===== config.mk =====
export PLATFORM = sky130hd
export DESIGN_NAME = fault_collector
export DESIGN_NICKNAME = d
export VERILOG_FILES = /design/src/rtl/bira_pkg.sv /design/src/rtl/fault_cam.sv /design/src/rtl/fault_collector.sv
export SDC_FILE = /design/constraint.sdc
export NUM_CORES = 1
export LEC_CHECK = 0
export BUFFER_PORTS_ARGS = -buffer_cell sky130_fd_sc_hd__buf_2
export CORE_MARGIN = 3
export CORE_UTILIZATION = 60
export DETAILED_ROUTE_END_ITERATION = 12
export GPL_TIMING_DRIVEN = 0
export PLACE_DENSITY = 0.88
export SETUP_SLACK_MARGIN = 0.02
export SLEW_MARGIN = 40
export SYNTH_ARGS = -nofsm -noshare
export SYNTH_HDL_FRONTEND = slang
export SYNTH_HIERARCHICAL = 1
export SYNTH_SLANG_ARGS = --single-unit

===== constraint.sdc =====
create_clock -name clk -period 7.9 [get_ports clk]
set_input_delay 1.185 -clock clk [delete_from_list [all_inputs] [get_ports clk]]
set_output_delay 1.185 -clock clk [all_outputs]
set_load 0.01 [all_outputs]

===== src/rtl/bira_pkg.sv =====
// Shared constants, FSM encoding and spare-configuration lookup for the
// built-in redundancy analysis fault collector.
package bira_pkg;

    localparam int ROW_W = 10;
    localparam int COL_W = 10;
    localparam int DEPTH = 8;

    typedef enum logic [2:0] {
        IDLE,
        COLLECT,
        DRAIN,
        DONE,
        TERM
    } state_t;

    // Number of distinct faults the selected spare configuration can still repair.
    function automatic logic [3:0] max_fault(input logic [1:0] spare);
        case (spare)
            2'b00:   max_fault = 4'd4;
            2'b01:   max_fault = 4'd6;
            default: max_fault = 4'd8;
        endcase
    endfunction

endpackage


===== src/rtl/fault_cam.sv =====
// Fault-list storage: DEPTH row/column entries with a parallel match against
// an incoming address plus one indexed write port and one indexed read port.
module fault_cam #(
    parameter int ROW_W = bira_pkg::ROW_W,
    parameter int COL_W = bira_pkg::COL_W,
    parameter int DEPTH = bira_pkg::DEPTH,
    parameter int IDX_W = 3
) (
    input  logic             clk,
    input  logic             rst,
    input  logic             clr_i,
    input  logic             wr_en_i,
    input  logic [IDX_W-1:0] wr_idx_i,
    input  logic [ROW_W-1:0] wr_row_i,
    input  logic [COL_W-1:0] wr_col_i,
    input  logic [ROW_W-1:0] cmp_row_i,
    input  logic [COL_W-1:0] cmp_col_i,
    output logic             hit_o,
    input  logic [IDX_W-1:0] rd_idx_i,
    output logic [ROW_W-1:0] rd_row_o,
    output logic [COL_W-1:0] rd_col_o
);
    import bira_pkg::*;

    logic [DEPTH-1:0] vld_q, vld_d;
    logic [DEPTH-1:0] match;
    logic [ROW_W-1:0] row_q [DEPTH];
    logic [COL_W-1:0] col_q [DEPTH];

    always_comb begin
        for (int i = 0; i < DEPTH; i++) begin
            match[i] = vld_q[i] && (row_q[i] == cmp_row_i) && (col_q[i] == cmp_col_i);
        end
    end

    assign hit_o = |match;

    always_comb begin
        vld_d = vld_q;
        if (clr_i) begin
            vld_d = '0;
        end else if (wr_en_i) begin
            vld_d[wr_idx_i] = 1'b1;
        end
    end

    always_ff @(posedge clk or negedge rst) begin
        if (!rst) begin
            vld_q <= '0;
        end else begin
            vld_q <= vld_d;
        end
    end

    // Entry payload needs no reset: only entries with a set valid bit are ever observed.
    always_ff @(posedge clk) begin
        if (wr_en_i) begin
            row_q[wr_idx_i] <= wr_row_i;
            col_q[wr_idx_i] <= wr_col_i;
        end
    end

    assign rd_row_o = row_q[rd_idx_i];
    assign rd_col_o = col_q[rd_idx_i];

endmodule


===== src/rtl/fault_collector.sv =====
// Collects distinct BIST fault addresses during a test session, flags early
// termination when the spare budget is exceeded, then drains the list in order.
module fault_collector #(
    parameter int ROW_W = bira_pkg::ROW_W,
    parameter int COL_W = bira_pkg::COL_W,
    parameter int DEPTH = bira_pkg::DEPTH
) (
    input  logic             clk,
    input  logic             rst,
    input  logic             test,
    input  logic [1:0]       spare_struct,
    input  logic             flt_valid,
    input  logic [ROW_W-1:0] flt_row,
    input  logic [COL_W-1:0] flt_col,
    output logic             flt_ready,
    input  logic             test_done,
    output logic             out_valid,
    input  logic             out_ready,
    output logic [ROW_W-1:0] out_row,
    output logic [COL_W-1:0] out_col,
    output logic             out_last,
    output logic [3:0]       fault_cnt,
    output logic             early_term,
    output logic             test_end_for_time
);
    import bira_pkg::*;

    localparam int IDX_W = (DEPTH > 1) ? $clog2(DEPTH) : 1;

    state_t           state_q, state_d;
    logic [3:0]       cnt_q, cnt_d;
    logic [3:0]       max_q, max_d;
    logic [IDX_W-1:0] idx_q, idx_d;
    logic             hold_q, hold_d;
    logic             tend_q, tend_d;
    logic             hit, wr_en, clr;
    logic             new_flt, overflow, drain_act;
    logic [ROW_W-1:0] rd_row;
    logic [COL_W-1:0] rd_col;

    fault_cam #(
        .ROW_W(ROW_W),
        .COL_W(COL_W),
        .DEPTH(DEPTH),
        .IDX_W(IDX_W)
    ) u_cam (
        .clk      (clk),
        .rst      (rst),
        .clr_i    (clr),
        .wr_en_i  (wr_en),
        .wr_idx_i (IDX_W'(cnt_q)),
        .wr_row_i (flt_row),
        .wr_col_i (flt_col),
        .cmp_row_i(flt_row),
        .cmp_col_i(flt_col),
        .hit_o    (hit),
        .rd_idx_i (idx_q),
        .rd_row_o (rd_row),
        .rd_col_o (rd_col)
    );

    assign new_flt   = flt_valid && (state_q == COLLECT) && !hit;
    assign overflow  = new_flt && (cnt_q >= max_q);
    assign drain_act = (state_q == DRAIN) && (cnt_q != 4'd0);

    assign flt_ready         = (state_q == COLLECT);
    assign out_valid         = drain_act;
    assign out_last          = drain_act && ((4'(idx_q) + 4'd1) == cnt_q);
    assign fault_cnt         = cnt_q;
    assign early_term        = (state_q == TERM);
    assign test_end_for_time = tend_q;
    // After the final handshake the read index is parked on the last entry, so DONE keeps showing it.
    assign out_row = (drain_act || hold_q) ? rd_row : '0;
    assign out_col = (drain_act || hold_q) ? rd_col : '0;

    always_comb begin
        state_d = state_q;
        cnt_d   = cnt_q;
        max_d   = max_q;
        idx_d   = idx_q;
        hold_d  = hold_q;
        tend_d  = 1'b0;
        wr_en   = 1'b0;
        clr     = 1'b0;
        if (!test) begin
            state_d = IDLE;
            cnt_d   = 4'd0;
            idx_d   = '0;
            hold_d  = 1'b0;
            clr     = 1'b1;
        end else begin
            case (state_q)
                IDLE: begin
                    state_d = COLLECT;
                    max_d   = max_fault(spare_struct);
                end
                COLLECT: begin
                    if (overflow) begin
                        state_d = TERM;
                    end else begin
                        if (new_flt) begin
                            wr_en = 1'b1;
                            cnt_d = cnt_q + 4'd1;
                        end
                        if (test_done) begin
                            state_d = DRAIN;
                            tend_d  = 1'b1;
                            idx_d   = '0;
                        end
                    end
                end
                DRAIN: begin
                    if (cnt_q == 4'd0) begin
                        state_d = DONE;
                    end else if (out_ready) begin
                        if (out_last) begin
                            state_d = DONE;
                            hold_d  = 1'b1;
                        end else begin
                            idx_d = idx_q + IDX_W'(1);
                        end
                    end
                end
                DONE, TERM: begin
                end
                default: state_d = IDLE;
            endcase
        end
    end

    always_ff @(posedge clk or negedge rst) begin
        if (!rst) begin
            state_q <= IDLE;
            cnt_q   <= 4'd0;
            max_q   <= 4'd0;
            idx_q   <= '0;
            hold_q  <= 1'b0;
            tend_q  <= 1'b0;
        end else begin
            state_q <= state_d;
            cnt_q   <= cnt_d;
            max_q   <= max_d;
            idx_q   <= idx_d;
            hold_q  <= hold_d;
            tend_q  <= tend_d;
        end
    end

endmodule


==> impl_metrics.toml <==
[clock_tree]
cts_tree = "built"
clock-root-buffer = "clkbuf_16"
cts_setup_buffers = 0
clockBufferDepth = 2
cts_max_level = 4
clk_pin_slew_ps = 70
clk-insertion-delay-late_ps = 430
postCtsHoldBufs = 0
ctsResizeCount = 0
cts_buffers = 17
clock_sinks = 183

[synthesis]
synth_seq_area_share = 0.5628
syn_avg_cell_area_sq_um = 15.01
ys_ff_latch = 183
synth_fp_nets = 671
syn_inst = 637
ys_warn_count = 6
ys_async_sr_fraction = 0.1257
synth_area_leader_cell = "edfxtp_1"
synth_top_area_share = 0.5026
synth.most_common_cell = "edfxtp_1"
synth_edf_count = 160
ys_top_cells_by_area = "edfxtp_1 50%, xor2_1 14%, mux4_1 9.9%, dfrtp_1 6.0%, mux2_2 2.4%"
netlist_top_cells_count = "160 x edfxtp_1, 153 x xor2_1, 36 x mux4_1"
yosys_most_used_dff = "edfxtp_1"
synth.distinct_cells = 50
synth_area_sq_mm = 0.009559

[setup_path]
ff2ff_setup_slack_ps = 3630
path_cells = "buf_2 > buf_4 > xor2_1 > nor4_1 > nand4_1 > o22ai_1 > or4_1 > nand3b_2 > nor4_1 > nand2_1 > nor3_2 > buf_4 > buf_2 > buf_4"
reg2regPathDepth = 12
cp_common_cell = "buf_4"
crit_required_ps = 8040
worstSetupStartpointType = "input pin"
timing.rr.end = "u_cam/row_q[2][6]"
path_class = "in -> reg"
crit_family = "simple AND/OR/NAND/NOR gates"
worst-path-stages = 14
crit_slowest_cell = "or4_1"
worst-path-buf-inv = 5
crit_end = "u_cam/row_q[2][6]"
cp.arrival_ps = 5110
endpoint_kind = "register"
critPathMaxStageDelay_ps = 620
r2r_start = "u_cam/row_q[1][7]"
crit_path_start = "flt_row[7]"
critPathMaxFanout = 9

[timing]
min_period_over_period = 0.6296
rsz0062_at_grt = "false"
drv_slew = 0
slew_headroom = 0.4485
fin_crit_ps = 4974
final.setup.worst_slack_ps = 2926
hold_viol = 0
fin_setup_tns_ps = 0
fin_skew_ps = 10.49
max_freq_mhz = 201.1
finalSetupViolCount = 0
tightestPinTransition_ps = 827.3

[floorplan]
start_util = 0.6219
num_rows = 45
die_h_microns = 132.2
ios = 57
dieWidth_microns = 132.2
die-area_sq_mm = 0.01748
coreArea_sq_mm = 0.01537

[grt]
grt_usage = 0.2988
grt_pass1_wl_microns = 37930
grt_start_max_net_pins = 24
antenna_found_initial = 0
grt-ovfl-total = 0
first_global_vias = 6172

[placement]
placed_cell_area_sq_mm = 0.01032
routabilityCongestion = 0.9432
port_buffers = 56
dp_hpwl_microns = 18580
place_ws_ps = 2781

[power]
intPower_w = 0.001726
switching_power_w = 0.0005351
power.leakage_nw = 3.995
p_per_area_mw_per_mm2 = 206.4
p_clk_frac = 0.398
sw_frac_of_total = 0.2366
seq_power_share = 0.487
total_power_w = 0.002261
p_comb_frac = 0.115
irDropWorstVdd_v = 0.0001519

[finish]
design_area_sq_mm = 0.01095
layout-drive-gt1-share = 0.2331
syn_to_final_growth_pct = 14.58
fill_cells = 931
diodes = 0
nets = 759

[route]
vias = 6151
first_pass_iters = 5
vias_per_cell = 6.482
ant_nets = 0
post_drt_wl_per_cell_microns = 27.07
route.detailed.drc = 0
drt-initial-drc-count = 853
drt_wl_total_microns = 25690

[min_path]
hp-class = "reg -> reg"

[status]
status = "finished, final reports clean"

[job]
max_cap_viol_count = 0
-- layout make-up --
type / count / area, sq um / area share
clock buffer: 20 / 456.7 / 0.04170
multi-input combinational: 410 / 3901 / 0.3562
tap: 211 / 264.0 / 0.02410
clock inverter: 12 / 172.7 / 0.01576
timing repair buffer: 69 / 440.4 / 0.04021
sequential: 183 / 5380 / 0.4912
buffer: 34 / 300.3 / 0.02742
inverter: 10 / 37.54 / 0.003427
-- flip-flops by register name, indices dropped and copies added, names as in the netlist --
name               flops
state_q                3
idx_q                  3
max_q                  3
hold_q                 1
fault_cnt              4
u_cam/vld_q            8
u_cam/row_q           80
test_end_for_time      1
u_cam/col_q           80
-- cell usage in the layout, fill, tap and decap left out, types with 11 or more instances in the layout --
cell	synthesis	layout
xor2_1	153	153
buf_6	19	19
xnor2_1	12	12
mux4_1	36	36
nor3_1	13	11
nor2_1	32	26
nand2_1	12	12
nor2b_1	21	21
buf_2	2	62
nor4_1	33	33
dfrtp_1	23	23
edfxtp_1	160	160
clkbuf_16	0	17
mux2_2	20	20
-- power groups by stage --
stage	logic, W	registers, W	clock network, W
finish	0.000261	0.00110	0.000900
detailed placement	0.000253	0.00112	0
global placement	0.000236	0.00112	0
CTS	0.000256	0.00110	0.000904
floorplan	0.000164	0.00112	0
global route	0.000279	0.00110	0.000947
-- cells by family after synthesis --
logic type / share of synthesized area
flops: 0.5628
xor+xnor: 0.1529
simple gates: 0.08717
mux: 0.1351
buf+inv: 0.03482
compound gates: 0.01937
fa+ha+maj: 0.007853
-- per-layer routing --
metal,track usage,part of all wire,vias up
li1,-,-,2587
met4,0.1576,0.054,0
met3,0.09313,0.11,102
met1,0.3832,0.38,3053
met5,0,0,-
met2,0.4618,0.46,409
-- how the worst min path moves through the flow --
stage / startpoint / to / slack, ps / cells past startpoint
after CTS: u_cam/vld_q[6] / u_cam/vld_q[6] / 510 / 2
after global routing: u_cam/vld_q[6] / u_cam/vld_q[6] / 530 / 2
after global placement: hold_q / hold_q / 480 / 2
after detailed placement: u_cam/vld_q[6] / u_cam/vld_q[6] / 490 / 2
after floorplan: hold_q / hold_q / 460 / 2
final: u_cam/vld_q[6] / u_cam/vld_q[6] / 510 / 2
-- through the flow --
step                      utilization  hold WS (ps)  std cells
after floorplan                     -         463.2        637
after global placement         0.6573         479.0        904
after detailed placement       0.6715         492.0        917
after CTS                      0.7124         506.1        949
after global routing           0.7126         534.8        949
final                          0.7126         507.4        949
-- tightest hold or removal path, stage by stage, from the launching register on --
cell     delay [ps]
dfrtp_1         350
nor2_1           50
nor2_1           70
Power figures use the tool's default switching activity.
